<file path="src/rtl/fifo_word_serializer.sv">
// Drains SIZE-bit words from a FIFO read port and emits them as SIZE/OUT_W narrower beats.
// Each word's last slice can overlap the pop of the next word, so back-to-back words have no gap.
module fifo_word_serializer #(
    parameter int unsigned SIZE      = 32,
    parameter int unsigned OUT_W     = 8,
    parameter bit          MSB_FIRST = 1'b1
) (
    input  logic             clk_i,
    input  logic             rst_i,
    input  logic             valid_i,
    input  logic [SIZE-1:0]  data_i,
    output logic             ready_o,
    output logic [OUT_W-1:0] data_o,
    output logic             valid_o,
    input  logic             ready_i,
    output logic             last_o,
    output logic             busy_o
);

    localparam int unsigned RATIO = SIZE / OUT_W;
    localparam int unsigned CNT_W = $clog2(RATIO);
    localparam logic [CNT_W-1:0] CNT_LAST = CNT_W'(RATIO - 1);

    typedef enum logic {
        StIdle,
        StShift
    } state_e;

    state_e            state_q, state_d;
    logic [SIZE-1:0]   word_q, word_d;
    logic [CNT_W-1:0]  cnt_q, cnt_d;
    logic [CNT_W-1:0]  slice_idx;
    logic [OUT_W-1:0]  slices [RATIO];
    logic              is_shift, is_last;

    always_comb begin
        for (int i = 0; i < int'(RATIO); i++) begin
            slices[i] = word_q[i*OUT_W +: OUT_W];
        end
    end

    always_comb begin
        is_shift  = (state_q == StShift);
        is_last   = is_shift && (cnt_q == CNT_LAST);
        slice_idx = MSB_FIRST ? (CNT_LAST - cnt_q) : cnt_q;
        valid_o   = is_shift;
        busy_o    = is_shift;
        last_o    = is_last;
        data_o    = is_shift ? slices[slice_idx] : '0;
        // Combinational from ready_i so the next word pops in the same cycle as the last beat.
        ready_o   = !is_shift || (is_last && ready_i);
    end

    always_comb begin
        state_d = state_q;
        word_d  = word_q;
        cnt_d   = cnt_q;
        unique case (state_q)
            StIdle: begin
                if (valid_i) begin
                    word_d  = data_i;
                    cnt_d   = '0;
                    state_d = StShift;
                end
            end
            StShift: begin
                if (ready_i) begin
                    if (!is_last) begin
                        cnt_d = cnt_q + 1'b1;
                    end else if (valid_i) begin
                        word_d = data_i;
                        cnt_d  = '0;
                    end else begin
                        state_d = StIdle;
                    end
                end
            end
        endcase
    end

    always_ff @(posedge clk_i or posedge rst_i) begin
        if (rst_i) begin
            state_q <= StIdle;
            word_q  <= '0;
            cnt_q   <= '0;
        end else begin
            state_q <= state_d;
            word_q  <= word_d;
            cnt_q   <= cnt_d;
        end
    end

endmodule

</file>
<file path="config.mk">
export PLATFORM = sky130hd
export DESIGN_NAME = fifo_word_serializer
export DESIGN_NICKNAME = d
export VERILOG_FILES = /design/src/rtl/fifo_word_serializer.sv
export SDC_FILE = /design/constraint.sdc
export NUM_CORES = 1
export LEC_CHECK = 0
export ABC_CLOCK_PERIOD_IN_PS = 1800
export CAP_MARGIN = 25
export CORE_MARGIN = 2
export CORE_UTILIZATION = 30
export CTS_CLUSTER_DIAMETER = 30
export DETAILED_ROUTE_END_ITERATION = 7
export GPL_TIMING_DRIVEN = 0
export PLACE_DENSITY = 0.61
export SYNTH_ARGS = -nofsm -noshare
export SYNTH_HDL_FRONTEND = slang
export SYNTH_SLANG_ARGS = --single-unit
</file>
<file path="constraint.sdc">
create_clock -name clk_i -period 1.8 [get_ports clk_i]
set_input_delay 0.18 -clock clk_i [delete_from_list [all_inputs] [get_ports clk_i]]
set_output_delay 0.18 -clock clk_i [all_outputs]
set_load 0.01 [all_outputs]
</file>
==> out/qor.yml <==
run_status:
  outcome: "finished, final reports clean"
synthesis:
  yosysUniqueCellTypes: 19
  ys_seq_elements: 35
  synth-seq-area-share_pct: 49.5
  netlist_area_um2: 1770
  ys_top_cells_by_area: "dfrtp_1 50%, mux2_4 25%, mux2i_1 9.6%, buf_12 3.4%, o22ai_1 3.2%"
  synth_top_area_share_pct: 49.5
  syn_inst: 114
  synth_top_cell_by_area: "dfrtp_1"
  synth_nets: 151
  yosysWarnings: 0
  synth.avg_cell_area_um2: 15.5
cells_and_area:
  final.fill_count: 531
  stdcell_count: 244
  synthToLayoutAreaGrowth_pct: 39.7
  drive_gt1_share_pct: 33.1
  final_common_cell: "clkdlybuf4s50_1"
  final_nets: 208
  final_cell_mix: "38 x clkdlybuf4s50_1, 34 x dfrtp_1, 30 x mux2_4"
  insertedDiodeCount: 0
pwr:
  p_leak_uw: 0.00119
  power_uw: 4050
  irDropWorstVdd_uv: 621
  powerDensity_nw_per_um2: 1640
worst_setup_path:
  critPathLaunchType: "register"
  crit_type: "register to output pin"
  rrSetupSlack_ns: 0.24
  arrival_ns: 1.57
  worst_setup_path_end_kind: "output pin"
  cp_max_fo: 4
  worstPathRequired_ns: 1.62
floorplanning:
  io_pins: 48
  die_w_um: 80.8
  die_area_um2: 6530
  dieHeight_um: 80.8
  start_util_pct: 31.5
  fp.coreArea_um2: 5610
  row_count: 27
clock_tree:
  cts_tree: "built"
  cts_inserted_buffers: 5
  clock_latency_ns: 0.28
  cts_root_buf: "clkbuf_8"
  postCtsHoldBufs: 0
  clk_pin_slew_worst_paths_ns: 0.07
  clock_sinks: 35
  htreeDepth: 2
  clockBufferDepth: 2
route:
  wirelength_um: 3930
  routed_via_density: 4.61
  dr.pass1.iters: 4
  drc: 0
  ant_nets: 0
  drt_iter0_drc: 36
  vias: 1125
  wl_per_cell_um: 16.1
global_routing:
  gr-usage-all-layers_pct: 13.2
  grt_overflow: 0
  grt_max_degree: 19
  grt_pass1_vias: 1340
  grt_first_pass_wirelength_um: 6440
  antenna_found_initial: 0
sta:
  maxSlewViolCount: 0
  slew_headroom_pct: 47.4
  fin_crit_ns: 1.75
  setup_viol: 0
  max_freq_mhz: 573
  fin_crit_sh_pct: 96.9
  worst_pin_slew_ns: 0.788
  hold_violations: 0
  worst_clock_skew_ns: 0.00399
  rsz0062_at_grt: "yes"
run:
  cap_viol_max_count: 0
placed_design:
  port_buffers: 47
  dp_cells: 234
  dp_hpwl_um: 2860
  gp_congestion: 0.730
hold_path:
  worstHoldPathType: "input port to asynchronous set/reset pin"
==> cells in the mapped netlist <==
| cell | instances |
|---|---|
| o22ai_1 | 9 |
| buf_4 | 2 |
| buf_1 | 1 |
| mux2_2 | 2 |
| mux2i_1 | 17 |
| a22o_1 | 1 |
| nand2_1 | 2 |
| a21bo_4 | 1 |
| a21o_1 | 1 |
| buf_12 | 3 |
| dfrtp_1 | 35 |
| inv_1 | 2 |
| and2_1 | 1 |
| ha_1 | 1 |
| buf_2 | 1 |
| a21oi_1 | 1 |
| mux2_4 | 30 |
| nand2b_1 | 3 |
| nand2_8 | 1 |
==> final timing paths <==
path	startpoint	endpoint	cells after the start
max	cnt_q[1]$_DFFE_PP0P_	last_o	3
min	rst_i	word_q[24]$_DFFE_PP0P_	2
max reg2reg	cnt_q[1]$_DFFE_PP0P_	word_q[2]$_DFFE_PP0P_	5
min reg2reg	word_q[31]$_DFFE_PP0P_	word_q[31]$_DFFE_PP0P_	1
max in group asynchronous	rst_i	word_q[25]$_DFFE_PP0P_	3
min in group clk_i	data_i[3]	word_q[3]$_DFFE_PP0P_	2
==> repair_timing <==
item | CTS | global route
setup endpoints to repair | 9 | 8
gates resized for setup | 15 | 10
pin swaps | 0 | 0
cloned | 0 | 0
buffers inserted | 3 | 0
==> report_power, final <==
group / switching (uW) / leakage (uW) / total [uW] / internal (uW)
Sequential: 241 / 0.000416 / 1420 / 1180
Clock: 284 / 0.0000477 / 549 / 265
Combinational: 788 / 0.000728 / 2080 / 1290
==> per-layer routing <==
metal / share of wire, % / global-route usage [%] / vias to the layer above
met5: 0 / 0 / -
met4: 0.53 / 4.07 / 0
li1: - / - / 523
met1: 45 / 16.4 / 563
met2: 50 / 22.5 / 35
met3: 5.3 / 3.33 / 4
==> registers in the layout, summed over array words and instances (netlist names) <==
| name | cells |
|---|---|
| busy_o | 1 |
| word_q | 32 |
| cnt_q | 2 |
==> cell families after synthesis <==
group	count (synthesis)	synth area share, %
flops	35	49.5
buf+inv	9	5.16
compound gates	13	5.30
fa+ha+maj	1	0.707
simple gates	7	2.97
mux	49	36.4
==> stage by stage <==
stage          TNS [ns]  hold WS [ns]  worst slack, ns  utilization (%)  cell area, um^2
5_1_grt        -0.00338         0.416         -0.00338             44.1             2470
3_5_place_dp     -0.977         0.496           -0.158             42.0             2360
2_1_floorplan         0         0.288            0.300                -             1770
6_report              0         0.343           0.0549             44.1             2470
3_3_place_gp     -0.960         0.494           -0.148             41.5             2330
4_1_cts               0         0.371           0.0250             44.0             2470
==> layout make-up <==
type	count	area [um^2]	share of cell area, %
Buffer	6	98.8	4.00
Clock buffer	5	68.8	2.78
Clock inverter	3	15.0	0.608
Inverter	2	7.51	0.304
Multi-Input combinational cell	70	807	32.7
Sequential cell	35	877	35.5
Tap cell	72	90.1	3.65
Timing Repair Buffer	51	507	20.5
==> worst max-delay path, stage by stage (launching register included) <==
cell	delay, ns
dfrtp_1	0.40
ha_2	0.23
and2_1	0.13
clkdlybuf4s50_1	0.53
Power figures use the tool's default switching activity.
